[config.mk]
export PLATFORM = sky130hd
export DESIGN_NAME = core_bus_arbiter
export DESIGN_NICKNAME = d
export VERILOG_FILES = /design/src/rtl/core_bus_arbiter.sv
export SDC_FILE = /design/constraint.sdc
export NUM_CORES = 1
export LEC_CHECK = 0
export CAP_MARGIN = 20
export CORE_AREA = 8 8 195 197
export CTS_BUF_LIST = sky130_fd_sc_hd__clkbuf_16
export CTS_CLUSTER_DIAMETER = 40
export DETAILED_ROUTE_END_ITERATION = 12
export DIE_AREA = 0 0 203 205
export GPL_TIMING_DRIVEN = 0
export SLEW_MARGIN = 20
export SYNTH_ARGS = -nofsm -noshare
export SYNTH_HDL_FRONTEND = slang
export SYNTH_SLANG_ARGS = --single-unit
export TNS_END_PERCENT = 10
[constraint.sdc]
create_clock -name clk -period 2 [get_ports clk]
set_input_delay 0.4 -clock clk [delete_from_list [all_inputs] [get_ports clk]]
set_output_delay 0.4 -clock clk [all_outputs]
set_load 0.02 [all_outputs]
[src/rtl/core_bus_arbiter.sv]
// core_bus_arbiter: merges the core's fetch and data buses onto one memory port.
// Optional: define ARB_ROUND_ROBIN_EN for alternating grants on conflicts.
module core_bus_arbiter (
    input  logic        clk,
    input  logic        reset,
    input  logic        ireq_valid,
    input  logic [63:0] ireq_addr,
    output logic        iresp_addr_ok,
    output logic        iresp_data_ok,
    output logic [31:0] iresp_data,
    input  logic        dreq_valid,
    input  logic [63:0] dreq_addr,
    input  logic [2:0]  dreq_size,
    input  logic [7:0]  dreq_strobe,
    input  logic [63:0] dreq_data,
    output logic        dresp_addr_ok,
    output logic        dresp_data_ok,
    output logic [63:0] dresp_data,
    output logic        oreq_valid,
    output logic        oreq_is_write,
    output logic [2:0]  oreq_size,
    output logic [63:0] oreq_addr,
    output logic [7:0]  oreq_strobe,
    output logic [63:0] oreq_data,
    input  logic        oresp_ready,
    input  logic        oresp_last,
    input  logic [63:0] oresp_data
);

    typedef enum logic [1:0] {
        IDLE,
        IBUSY,
        DBUSY
    } state_t;

    state_t      state;
    state_t      state_nxt;
    logic [63:0] lat_addr;
    logic [63:0] lat_data;
    logic [2:0]  lat_size;
    logic [7:0]  lat_strobe;
    logic        prefer_d;
    logic        grant_d;
    logic        grant_i;
    logic        busy;
    logic        done;

`ifdef ARB_ROUND_ROBIN_EN
    logic last_grant;

    // remember who won the last accept: 0 = data, 1 = fetch
    always_ff @(posedge clk or negedge reset) begin
        if (!reset) begin
            last_grant <= 1'b0;
        end else if (grant_d) begin
            last_grant <= 1'b0;
        end else if (grant_i) begin
            last_grant <= 1'b1;
        end
    end

    assign prefer_d = last_grant;
`else
    assign prefer_d = 1'b1;
`endif

    assign grant_d = reset && (state == IDLE) && dreq_valid
                     && (!ireq_valid || prefer_d);
    assign grant_i = reset && (state == IDLE) && ireq_valid && !grant_d;

    assign busy = (state != IDLE);
    assign done = busy && oresp_ready && oresp_last;

    // state register; reset abandons any in-flight transaction
    always_ff @(posedge clk or negedge reset) begin
        if (!reset) begin
            state <= IDLE;
        end else begin
            state <= state_nxt;
        end
    end

    // next state and request acceptance
    always_comb begin
        state_nxt     = state;
        dresp_addr_ok = 1'b0;
        iresp_addr_ok = 1'b0;
        unique case (state)
            IDLE: begin
                dresp_addr_ok = grant_d;
                iresp_addr_ok = grant_i;
                unique case (1'b1)
                    grant_d: state_nxt = DBUSY;
                    grant_i: state_nxt = IBUSY;
                    default: state_nxt = IDLE;
                endcase
            end
            IBUSY, DBUSY: begin
                if (done) begin
                    state_nxt = IDLE;
                end
            end
            default: state_nxt = IDLE;
        endcase
    end

    // capture the accepted request; fetches are always 32-bit reads
    always_ff @(posedge clk or negedge reset) begin
        if (!reset) begin
            lat_addr   <= 64'h0;
            lat_data   <= 64'h0;
            lat_size   <= 3'b000;
            lat_strobe <= 8'h00;
        end else if (grant_d) begin
            lat_addr   <= dreq_addr;
            lat_data   <= dreq_data;
            lat_size   <= dreq_size;
            lat_strobe <= dreq_strobe;
        end else if (grant_i) begin
            lat_addr   <= ireq_addr;
            lat_data   <= 64'h0;
            lat_size   <= 3'b010;
            lat_strobe <= 8'h00;
        end
    end

    assign oreq_valid    = busy;
    assign oreq_is_write = busy && (|lat_strobe);
    assign oreq_size     = busy ? lat_size : 3'b000;
    assign oreq_addr     = busy ? lat_addr : 64'h0;
    assign oreq_strobe   = busy ? lat_strobe : 8'h00;
    assign oreq_data     = busy ? lat_data : 64'h0;

    assign iresp_data_ok = done && (state == IBUSY);
    assign dresp_data_ok = done && (state == DBUSY);

    assign iresp_data = !iresp_data_ok ? 32'h0 :
                        lat_addr[2] ? oresp_data[63:32] : oresp_data[31:0];
    assign dresp_data = dresp_data_ok ? oresp_data : 64'h0;

endmodule

==> insert_results.sql <==
INSERT INTO impl_metrics (metric_group, metric, value, unit) VALUES
('run_status', 'outcome', 'finished, violations left', ''),
('run_status', 'violations', 'hold timing, setup timing', ''),
('cts', 'cts-root-buf', 'clkbuf_16', ''),
('layout', 'final_layout_size_suffix_gt1_share', '29.0', '%'),
('cts', 'tritoncts_num_sinks', '141', ''),
('floorplan', 'die-height', '205', 'um'),
('place', 'placed_area', '13900', 'um2'),
('route', 'vias', '8884', ''),
('worst_setup_path', 'critical_path.top_delay_family', 'simple AND/OR/NAND/NOR gates', ''),
('route', 'top_layer_used', 'met5', ''),
('global_routing', 'grt_first_pass_wirelength', '63000', 'um'),
('global_routing', 'antenna_found_initial', '9', ''),
('worst_setup_path', 'data_arrival_critical_path', '2030', 'ps'),
('sta', 'final_min_period_over_clock_period', '122', '%'),
('cts', 'htree_num_levels', '4', ''),
('sta', 'final.min_clock_period', '2430', 'ps'),
('layout', 'nets', '1666', ''),
('logic_synthesis', 'post_synth.cell_area_avg', '9.63', 'um2'),
('worst_setup_path', 'cpMaxStageDelayCell', 'dfrtp_1', ''),
('sta', 'hold_violations', '73', ''),
('cts', 'clock_insertion_delay_worst_skew', '430', 'ps'),
('logic_synthesis', 'post_synth_inst_count', '850', ''),
('worst_setup_path', 'critical_path.most_common_cell', 'buf_6', ''),
('route', 'antenna_violating_nets_post_route', '0', ''),
('layout', 'final_standard_cell_count_with_taps_included_and_fillers_excluded', '1868', ''),
('sta', 'report.final.slew_viol_count', '0', ''),
('power_and_ir_drop', 'maximum_resistive_drop_on_vdd', '0.540', 'mV'),
('sta', 'max_slew_margin', '40.9', '%'),
('global_routing', 'first_global_vias', '9507', ''),
('route', 'drt_iter0_markers', '368', ''),
('route', 'remaining_drc_errors', '0', ''),
('power_and_ir_drop', 'cellPowerDensity', '1320', 'nW/um2'),
('route', 'wl_met2', '22700', 'um'),
('flow_run', 'timing.max_cap.violations', '0', ''),
('route', 'wirelength_per_cell', '23.4', 'um'),
('logic_synthesis', 'post_synth_num_cell_types', '29', ''),
('global_routing', 'largest_net_degree_at_the_start_of_global_routing', '76', ''),
('sta', 'fin_worst_skew', '12.3', 'ps'),
('sta', 'hold_slack', '-119', 'ps'),
('floorplan', 'start_util', '23.4', '%'),
('sta', 'grt_setup_unrepaired', 'true', ''),
('floorplan', 'floorplan.die_area', '41600', 'um2'),
('worst_setup_path', 'start_kind', 'flop', ''),
('global_routing', 'globalRouteOverflowTotal', '0', ''),
('logic_synthesis', 'synth_top_cells_by_area', 'dfrtp_1, nor2b_1, a22o_1', ''),
('logic_synthesis', 'synth_top_cell_area_share', '43.1', '%'),
('worst_setup_path', 'slowest_delay', '370', 'ps'),
('sta', 'setup-violations-final', '234', ''),
('logic_synthesis', 'postSynthNetCount', '1127', ''),
('sta', 'tightestPinTransition', '886', 'ps'),
('floorplan', 'io_pins', '514', ''),
('cts', 'tritoncts.num_buffers', '17', ''),
('layout', 'area_growth_syn_to_layout', '80.4', '%'),
('logic_synthesis', 'postSynthRegisterBits', '141', ''),
('cts', 'cts-root-to-sink-buffers', '2', ''),
('layout', 'postLayoutCellArea', '14800', 'um2'),
('place', 'io_buffer_count', '513', ''),
('sta', 'max_freq', '0.411', 'GHz'),
('worst_setup_path', 'worst-path-max-fanout', '10', ''),
('floorplan', 'chipWidth', '203', 'um'),
('worst_setup_path', 'cp-end-kind', 'output pin', ''),
('logic_synthesis', 'yosysWarningCount', '0', ''),
('floorplan', 'core_area', '35000', 'um2'),
('place', 'hpwl', '35000', 'um'),
('power_and_ir_drop', 'power_leakage', '6.97', 'nW'),
('place', 'numPlacedInstances', '1825', ''),
('worst_setup_path', 'critical_path_class', 'reg -> out', ''),
('logic_synthesis', 'synth.yosys.seq_area_share', '43.1', '%'),
('place', 'gpl.final_weighted_congestion', '0.948', ''),
('route', 'wl_met1', '16200', 'um'),
('sta', 'final_critical_path_setup_slack', '-431', 'ps');
-- sequential cells by signal, summed over array words and instances (netlist names) --
signal and count:
lat_size 3, lat_data 64, lat_strobe 8, lat_addr 64, state 2
-- layout by cell type (no fill, tap or decap), types with 4 or more instances in the layout --
cell / count
a221oi_1: 24
a221oi_2: 40
a22o_1: 74
and3_1: 48
and3_4: 16
buf_2: 44
buf_4: 84
buf_6: 81
buf_8: 16
clkbuf_1: 13
clkbuf_16: 18
clkbuf_2: 31
clkbuf_4: 6
clkdlybuf4s15_2: 14
clkdlybuf4s50_1: 271
clkinv_4: 4
dfrtp_1: 141
diode_2: 5
dlygate4sd2_1: 35
inv_1: 67
inv_2: 4
inv_6: 4
mux2i_1: 33
nor2_1: 82
nor2_2: 11
nor2_4: 5
nor2b_1: 129
nor2b_2: 8
o22ai_1: 64
-- what timing repair did --
| action | 4_1_cts | 5_1_grt |
|---|---|---|
| endpoints found under the hold margin | 73 | 73 |
| cloned | 2 | 0 |
| gates resized for setup | 802 | 406 |
| setup endpoints to repair | 353 | 302 |
| setup buffers | 5 | 0 |
| pin swaps | 2 | 5 |
-- layout make-up --
type                       count  area, um2  area share, %
tap                          461        577           3.91
sequential                   141       3530           23.9
antenna                        5       12.5         0.0847
timing repair buffer         521       4890           33.1
buffer                        85        716           4.85
clock inverter                15        185           1.25
inverter                      71        267           1.80
multi-input combinational    552       4170           28.2
clock buffer                  17        425           2.88
-- per-stage QoR --
| step | hold slack, ps | power [W] | setup TNS (ps) |
|---|---|---|---|
| floorplan | 104 | 0.0112 | 0 |
| detailed placement | 426 | 0.0162 | -314070 |
| CTS | -116 | 0.0195 | -89580 |
| finish | -119 | 0.0195 | -59480 |
| global placement | 474 | 0.0161 | -1875710 |
| global route | -107 | 0.0207 | -85400 |
-- Yosys cell counts, drive strengths merged --
cell type,count
dfrtp,141
nor2b,138
nor2,98
a22o,74
inv,71
a221oi,64
and3,64
o22ai,64
buf,43
clkbuf,43
mux2i,33
ha,4
and2,2
nand2,2
nor4,2
a21oi,1
a2bb2oi,1
and3b,1
mux2,1
nand2b,1
nand3,1
o21ai,1
-- worst paths after layout --
kind | from | end | slack (ps) | cells past startpoint
min | reset | lat_addr[5]$_DFFE_PN0P_ | -120 | 1
min reg2reg | lat_data[45]$_DFFE_PN0P_ | lat_data[45]$_DFFE_PN0P_ | 490 | 1
min in group clk | lat_data[45]$_DFFE_PN0P_ | lat_data[45]$_DFFE_PN0P_ | 490 | 1
max in group asynchronous | reset | lat_addr[55]$_DFFE_PN0P_ | 1400 | 2
max reg2reg | state[1]$_DFFE_PN0P_ | lat_data[53]$_DFFE_PN0P_ | 130 | 9
max | state[1]$_DFFE_PN0P_ | dresp_data[18] | -430 | 7
-- routing by layer --
| layer | vias to the layer above | global-route usage, % |
|---|---|---|
| met5 | - | 0 |
| met4 | 6 | 7.23 |
| met3 | 62 | 6.64 |
| met2 | 396 | 36.4 |
| met1 | 4309 | 21.3 |
| li1 | 4111 | - |
-- cell families (layout without fill, tap and decap cells) --
group                    Yosys count  count (layout)  synth area share [%]
multiplexers                      34              34                  4.17
buffers and inverters            157             709                  8.50
adder cells (fa/ha/maj)            4               4                 0.612
flip-flops                       141             141                  43.1
AO/OA/AOI/OAI                    205             205                  23.0
other                              0               5                     0
AND/OR/NAND/NOR                  309             309                  20.6
-- where the power goes --
group          internal [W]  total (W)  switching (W)
Clock               0.00198    0.00340        0.00141
Combinational       0.00494     0.0110        0.00607
Sequential          0.00424    0.00512       0.000876
Note: power is estimated with default switching activity, not from simulation.
